==> config.mk <==
export PLATFORM = sky130hd
export DESIGN_NAME = h_cmd_arb
export DESIGN_NICKNAME = d
export VERILOG_FILES = /design/src/rtl/h_pkg.sv /design/src/rtl/h_rr_arb.sv /design/src/rtl/h_cmd_arb.sv
export SDC_FILE = /design/constraint.sdc
export NUM_CORES = 1
export LEC_CHECK = 0
export CAP_MARGIN = 20
export CELL_PAD_IN_SITES_DETAIL_PLACEMENT = 0
export CELL_PAD_IN_SITES_GLOBAL_PLACEMENT = 2
export CORE_MARGIN = 3
export CORE_UTILIZATION = 35
export CTS_CLUSTER_DIAMETER = 120
export DETAILED_ROUTE_END_ITERATION = 7
export DONT_BUFFER_PORTS = 1
export MAX_ROUTING_LAYER = met4
export PLACE_DENSITY = 0.78
export SLEW_MARGIN = 20
export SYNTH_ARGS = -nofsm -noshare
export SYNTH_HDL_FRONTEND = slang
export SYNTH_SLANG_ARGS = --single-unit
export TNS_END_PERCENT = 10
==> constraint.sdc <==
create_clock -name clk -period 4.1 [get_ports clk]
set_input_delay 0.82 -clock clk [delete_from_list [all_inputs] [get_ports clk]]
set_output_delay 0.82 -clock clk [all_outputs]
set_load 0.005 [all_outputs]
==> src/rtl/h_pkg.sv <==
// Shared types for the h hash-table engine and its command arbiter.
package h_pkg;

   typedef enum logic [1:0] {
      OP_NOP    = 2'd0,
      OP_INSERT = 2'd1,
      OP_LOOKUP = 2'd2,
      OP_DELETE = 2'd3
   } opcode_t;

   typedef logic [15:0] k_t;
   typedef logic [31:0] v_t;

   typedef enum logic [1:0] {
      STATUS_OK      = 2'd0,
      STATUS_MISS    = 2'd1,
      STATUS_FULL    = 2'd2,
      STATUS_TIMEOUT = 2'd3
   } status_t;

   typedef enum logic {
      IDLE = 1'b0,
      WAIT = 1'b1
   } h_cmd_arb_state_t;

endpackage

==> src/rtl/h_rr_arb.sv <==
// N-way round-robin arbiter: search starts at ptr, first set request wins (one-hot grant).
module h_rr_arb #(
   parameter  int unsigned N  = 4,
   localparam int unsigned IW = (N > 1) ? $clog2(N) : 1
) (
   input  logic [N-1:0]  req,
   input  logic [IW-1:0] ptr,
   output logic [N-1:0]  grant
);

   int unsigned idx;
   logic        found;

   always_comb begin
      grant = '0;
      found = 1'b0;
      idx   = 0;
      for (int unsigned i = 0; i < N; i++) begin
         idx = (32'(ptr) + i) % N;
         if (!found && req[idx]) begin
            grant[idx] = 1'b1;
            found      = 1'b1;
         end
      end
   end

endmodule

==> src/rtl/h_cmd_arb.sv <==
// Round-robin sharing of the h engine between N requesters, one command in flight.
// Optional watchdog: define H_CMD_ARB_WATCHDOG_EN (adds o_timeout and a TIMEOUT-cycle limit).
module h_cmd_arb
   import h_pkg::*;
#(
   parameter int unsigned N       = 4,
   parameter int unsigned TIMEOUT = 64
) (
   input  logic              clk,
   input  logic              arst_n,
`ifdef H_CMD_ARB_WATCHDOG_EN
   output logic              o_timeout,
`endif
   input  logic [N-1:0]      req_vld,
   output logic [N-1:0]      req_rdy,
   input  opcode_t [N-1:0]   req_opcode,
   input  k_t [N-1:0]        req_k,
   input  v_t [N-1:0]        req_v,
   output logic [N-1:0]      up_rsp_vld,
   output status_t           up_rsp_status,
   output v_t                up_rsp_v,
   output logic              cmd_vld,
   output opcode_t           cmd_opcode,
   output k_t                cmd_k,
   output v_t                cmd_v,
   input  logic              rsp_vld,
   input  status_t           rsp_status,
   input  v_t                rsp_v
);

   localparam int unsigned IW = (N > 1) ? $clog2(N) : 1;

   if (N < 2 || N > 16 || TIMEOUT < 1) begin : g_bad_cfg
      $error("h_cmd_arb: N must be 2..16 and TIMEOUT at least 1");
   end

   h_cmd_arb_state_t state;
   logic [IW-1:0]    ptr;
   logic [IW-1:0]    id;
   logic [IW-1:0]    win_idx;
   logic [N-1:0]     grant;
   logic             accept;
   logic [N-1:0]     id_onehot;

`ifdef H_CMD_ARB_WATCHDOG_EN
   localparam int unsigned WDW = $clog2(TIMEOUT + 1);
   logic [WDW-1:0] wd_cnt;
`endif

   h_rr_arb #(.N(N)) u_rr_arb (
      .req   (req_vld),
      .ptr   (ptr),
      .grant (grant)
   );

   // Gated by arst_n so req_rdy also reads zero while reset is held.
   assign req_rdy   = (state == IDLE && arst_n) ? grant : '0;
   assign accept    = |(req_vld & req_rdy);
   assign id_onehot = {{(N-1){1'b0}}, 1'b1} << id;

   always_comb begin
      win_idx = '0;
      for (int unsigned i = 0; i < N; i++) begin
         if (grant[i]) win_idx = IW'(i);
      end
   end

   always_ff @(posedge clk or negedge arst_n) begin
      if (!arst_n) begin
         state         <= IDLE;
         ptr           <= '0;
         id            <= '0;
         cmd_vld       <= 1'b0;
         cmd_opcode    <= OP_NOP;
         cmd_k         <= '0;
         cmd_v         <= '0;
         up_rsp_vld    <= '0;
         up_rsp_status <= STATUS_OK;
         up_rsp_v      <= '0;
`ifdef H_CMD_ARB_WATCHDOG_EN
         wd_cnt        <= '0;
         o_timeout     <= 1'b0;
`endif
      end else begin
         cmd_vld    <= 1'b0;
         up_rsp_vld <= '0;
`ifdef H_CMD_ARB_WATCHDOG_EN
         o_timeout  <= 1'b0;
`endif
         case (state)
            IDLE: begin
               if (accept) begin
                  state      <= WAIT;
                  cmd_vld    <= 1'b1;
                  cmd_opcode <= req_opcode[win_idx];
                  cmd_k      <= req_k[win_idx];
                  cmd_v      <= req_v[win_idx];
                  id         <= win_idx;
                  ptr        <= (32'(win_idx) == N - 1) ? '0 : win_idx + 1'b1;
`ifdef H_CMD_ARB_WATCHDOG_EN
                  wd_cnt     <= '0;
`endif
               end
            end
            WAIT: begin
               if (rsp_vld) begin
                  state         <= IDLE;
                  up_rsp_vld    <= id_onehot;
                  up_rsp_status <= rsp_status;
                  up_rsp_v      <= rsp_v;
               end
`ifdef H_CMD_ARB_WATCHDOG_EN
               // A response arriving on the expiry cycle still wins over the timeout.
               else if (wd_cnt == WDW'(TIMEOUT - 1)) begin
                  state         <= IDLE;
                  up_rsp_vld    <= id_onehot;
                  up_rsp_status <= STATUS_TIMEOUT;
                  up_rsp_v      <= '0;
                  o_timeout     <= 1'b1;
               end else begin
                  wd_cnt <= wd_cnt + 1'b1;
               end
`endif
            end
            default: state <= IDLE;
         endcase
      end
   end

`ifndef H_CMD_ARB_WATCHDOG_EN
   a_no_stale_rsp: assert property (@(posedge clk) disable iff (!arst_n) rsp_vld |-> state == WAIT)
      else $warning("h_cmd_arb: h response with no command in flight, dropped");
`endif

endmodule
Word level (Yosys, flattened, before mapping)

Index checks and enable logic that the tools add are counted.
Widths: inputs -> output; s select.

Logic and storage cells: 84
Output and inout bits: 93
Bits in registers: 94
Input port bits: 241

Add/sub/neg operators: 4
Magnitude comparators: 9
Reductions and logical operators: 14
Equality and inequality tests: 1
Multiplexer cells: 40
Shift-type cells: 1
Bitwise operators: 5

Operators with widths:

| cell                | count |
|---|---|
| $bmux 32 s2         | 1 |
| $bmux 16 s2         | 1 |
| $mux 32             | 1 |
| $mux 4              | 7 |
| $mux 16             | 1 |
| $lt 2x3->1 const B  | 5 |
| $mux 1              | 15 |
| $or 4x4->4          | 3 |
| $bmux 1 s2          | 4 |
| $demux 1 s2         | 4 |
| $ge 2x1->1 const B  | 4 |
| $logic_and 1x1->1   | 8 |
| $mux 2              | 4 |
| $add 2x1->2 const B | 2 |
| $add 2x2->2 const B | 2 |
| $and 4x4->4         | 1 |
| $bmux 2 s2          | 1 |
| $reduce_and 2->1    | 2 |
| $reduce_or 4->1     | 1 |
| $shl 1x2->4 const A | 1 |
| $logic_not 1->1     | 3 |
| $eq 2x2->1 const B  | 1 |
| $pmux 1 s2          | 1 |
| $not 1->1           | 1 |

Depth between registers and ports, before layout

Depth after elaboration: 17
Depth in mapped cells: 13
Gate-level depth less buffers: 9

Hierarchy

A second synthesis with hierarchy kept.

Cell total of the unflattened synthesis: 475
Area, all modules: 5585.4 sq um

By module, submodules not included:

| module    | instances | area each (sq um) | cells each | sequential area each (sq um) |
|---|---|---|---|---|
| h_cmd_arb | 1         | 5247.5            | 439        | 2352.3 |
| h_rr_arb  | 1         | 337.8             | 36         | 0.0 |

Worst setup path after synthesis

Ideal clock, no wire load.

Path type: reg-to-output
Start point: reg ptr[0]
End point: out req_rdy[1]
Data arrival time: 2.989 ns
Required time: 3.280 ns
Stages on the path, launching flop included: 11
Slack: 0.291 ns
Path buffers: 3
Path through: dfrtp_1 > buf_2 > inv_1 > ha_1 > mux4_2 > nor4b_2 > nand2_1 > o21ai_1 > clkbuf_1 > clkbuf_1 > nor2b_1

Word-level cells in the longest chain between the ends: 13
Elaborated cells between the ends (all ways): 48
Classes of those cells: 3 x add/sub; 8 x order compare; 24 x mux; 3 x bitwise; 10 x reduce/logical

RTL lines:

| element                                                             | line            | source |
|---|---|---|
| start, declared                                                     | h_cmd_arb.sv:38 | `logic [IW-1:0] ptr;` |
| start signal, assigned                                              | h_cmd_arb.sv:99 | `ptr <= (32'(win_idx) == N - 1) ? '0 : win_idx + 1'b1;` |
| parallel branches: the longest is 11 deep, another holds $lt 2x3->1 | n/a             |  |
| $mux 4 *                                                            | h_rr_arb.sv:20  | `if (!found && req[idx]) begin` |
| $mux 4 *                                                            | h_cmd_arb.sv:57 | `assign req_rdy = (state == IDLE && arst_n) ? grant : '0;` |
| end, declared                                                       | h_cmd_arb.sv:15 | `output logic [N-1:0] req_rdy,` |

Every way passes the cells marked *. The select of a mux whose other input is x is not followed.

Final worst setup path

Start point: reg ptr[1]
End point: out req_rdy[3]

The elaborated chain is that of the path after synthesis.

==> impl_results.md <==
- Worst R2R Setup Slack: 0.42 ns
- Cell Rows: 45
- CTS Buf Count: 9
- Status: finished clean
- CP Capture Type: primary output
- Final worst slack: 0.238 ns
- Cells along the critical path: inv_1, ha_1, mux4_2, nor4b_2, and2_1, nor2_4, nor2_1
- Endpoints failing hold: 0
- Final worst clock skew: 0.0103 ns
- Yosys warnings: 0
- Top_reg_cell synth: dfrtp_1
- Highest cell delay on the worst timing path: 0.61 ns
- Detailed Route WL: 17,200 um
- Logic pwr share: 58.7%
- CP startpoint: ptr[1]$_DFFE_PN0P_
- ANT cells: 0
- Worst slack at placement: 0.232 ns
- Via density: 5.61
- Post-Place Cell Area: approximately 5900 um^2
- Die area: 17,800 um^2
- Port bufs: 0
- Die X: 133 um
- Max-Cap Viols: 0
- Mapped Area: 5680 um^2
- Worst-Margin Slew: 0.708 ns
- Post-route clock period utilization: a little over nine tenths
- Number of global-route vias before repair: 4,603
- Share of cells above drive strength 1: 14.1%
- Core outline area: 15,500 um^2
- Total gr overflow: 0
- Minimum clock period after layout: 3.86 ns
- First-pass GRT wire length: 26,100 um
- Mapped Nets: 840
- Distinct cells, synth: 38
- Worst-skew pair later-pin latency: 0.34 ns
- Initial antenna violation count: 0
- Post-synth ARST share: 100%
- EDFF count, synth: 0
- Ranking of synthesized cells by area: dfrtp_1 (41%), mux2i_1 (9.3%), a32o_1 (8.8%), mux2_2 (7.1%), inv_1 (6.9%)
- Slowest-stage cell, CP: mux4_2
- Worst Reg-to-Reg Cells: 9
- Power, Total: roughly 0.0066 W
- Wire per inst: roughly 22 um
- Setup TNS: 0 ns
- Routed Antenna Nets: 0
- Worst hold path type: in2async
- Power Internal: 0.00346 W
- IO Pins: roughly 330
- Largest area contributor in the netlist: dfrtp_1
- Post-cts resize count: 0
- CP endpoint: req_rdy[3]
- Starting density of the core: 36.5%
- Arrival time worst endpoint: 3.04 ns
- Vias: 4,419
- Number of DRC markers in iteration 0: 181
- R2r startpoint: ptr[1]$_DFFE_PN0P_
- RSZ-0062 raised after global routing: no
- Worst Path Required: 3.28 ns
- Largest net degree at the start of global routing: 96
- Util after Layout: between 30% and 40%
- Clock power frac: 13.3%
- DRC: 0
- Leakage: 2.73 nW
- Gr usage total: 19.2%
- Switching share of power: 47.4%
- Crit-path max FO: 7
- Synth Register Bits: 94
- Class of the most critical setup path: reg2out
- 1st-pass router iterations: 5
- Largest buffer count on any clock path: 2
- Final Max Slew Viols: 0
- Worst flop-to-flop path endpoint: ptr[0]$_DFFE_PN0P_
- Sequential fraction of the synthesis area: 41.4%
- Cell count after synthesis: 593
- Worst-path clk slew: roughly 0.07 ns
- Root Buffer: clkbuf_16
- Pwr/cell area: ~1100 nW/um^2
- Syn Area/Cell: 9.58 um^2
- VDD IR-drop max: 622 uV
- Critical path startpoint category: flop
- Highest Clock Rate: approximately 260 MHz
- Final #Nets: 818
- GPL Wtd Cong: 0.861
- Reg power frac: around 28%
- Post-synth top area share: 41.4%
- Htree depth: 3
- Layout fillers: around 1.6k
- CTS tree: built
- Post-route cell area: between 6000 and 7000 um^2
- Die span in y: approximately 130 um
- NetSw: 0.00312 W
- Area Overhead vs Synth: 9.34%
- Hpwl dp: 12,700 um
- Max-slew headroom: 52.8%
- CTS sink count: 94
- # setup viols final: 0
critical path: cells and delay by family (launching register included):
family        cells  cell delay (ns)
mux               1             0.61
simple gates      4             1.07
fa+ha+maj         1             0.40
buf+inv           1             0.13
flops             1             0.49
synthesized netlist by cell type, types with 6 or more instances:
cell type	count
inv_1	105
dfrtp_1	94
nand2_1	55
a21oi_1	54
mux2i_1	53
a32o_1	50
o31ai_1	50
mux2_2	36
clkbuf_1	34
buf_2	8
ha_1	6
worst min path at each step:
stage | depth (start not counted) | slack, ns | start | to
4_1_cts | 0 | 0.15 | arst_n | cmd_v[11]$_DFFE_PN0P_
6_report | 0 | 0.16 | arst_n | cmd_v[4]$_DFFE_PN0P_
3_3_place_gp | 1 | 0.46 | id[1]$_DFFE_PN0P_ | up_rsp_vld[0]$_DFF_PN0_
5_1_grt | 0 | 0.14 | arst_n | cmd_v[3]$_DFFE_PN0P_
2_1_floorplan | 1 | 0.43 | id[1]$_DFFE_PN0P_ | up_rsp_vld[0]$_DFF_PN0_
3_5_place_dp | 1 | 0.46 | id[0]$_DFFE_PN0P_ | up_rsp_vld[0]$_DFF_PN0_
cell families (layout without fill, tap and decap cells):
group | after synthesis | after routing | synth area share [%]
buffers and inverters | 156 | 139 | 11.1
and+or+nand+nor | 78 | 78 | 6.23
muxes | 94 | 94 | 18.3
DFF | 94 | 94 | 41.4
AOI/OAI and AO/OA | 165 | 165 | 21.7
adders and majority gates | 6 | 6 | 1.32
power by group through the flow:
stage	Sequential [W]	Combinational (W)	Clock (W)
3_5_place_dp	0.00187	0.00383	0
4_1_cts	0.00186	0.00384	0.000910
6_report	0.00184	0.00386	0.000879
5_1_grt	0.00190	0.00432	0.000955
2_1_floorplan	0.00169	0.00306	0
3_3_place_gp	0.00187	0.00370	0
through the flow:
step,hold WS [ns],instances
6_report,0.163,787
5_1_grt,0.137,787
4_1_cts,0.147,782
3_5_place_dp,0.462,766
3_3_place_gp,0.457,766
2_1_floorplan,0.432,593
routing by layer:
layer  up-vias  part of all wire, %  wire length (um)  track usage, %
met1      2118                   39              6780            23.0
met2       239                   50              8550            31.4
met5         -                    0                 0               -
met3        19                  9.3              1610            5.89
met4         0                  1.7               291            5.49
li1       2043                    -                 -               -
repair_timing:
item | CTS | global route
hold buffers | 0 | 0
buffers inserted | 0 | 5
endpoints found under the setup margin | 0 | 9
hold endpoints to repair | 0 | 0
registers in the layout, indices dropped and copies added, names as in the netlist:
name / flops
ptr: 2
cmd_opcode: 2
up_rsp_vld: 4
state: 1
up_rsp_v: 32
cmd_v: 32
cmd_k: 16
cmd_vld: 1
up_rsp_status: 2
id: 2
cell type report:
type                    count  area, um^2  area share, %
clock buffers               9         225           3.63
clock inverters             7        87.6           1.41
inverters                 106         398           6.41
multi-input cells         343        2740           44.2
flip-flops and latches     94        2350           37.9
well taps                 211         264           4.25
repair buffers             17         140           2.26
cells in the final DEF, fill, tap and decap left out, drive strengths merged, types with 2 or more instances in the layout:
cell type / instances
clkinv: 3
and2: 3
a21oi: 54
mux2i: 53
o21ai: 3
dfrtp: 94
o2bb2ai: 2
nor3: 5
clkbuf: 9
o31ai: 50
ha: 6
nand2: 55
nor4b: 2
inv: 109
nand2b: 2
mux2: 37
nor2b: 4
mux4: 4
buf: 17
a32o: 50
nor2: 4
Power figures use the tool's default switching activity.
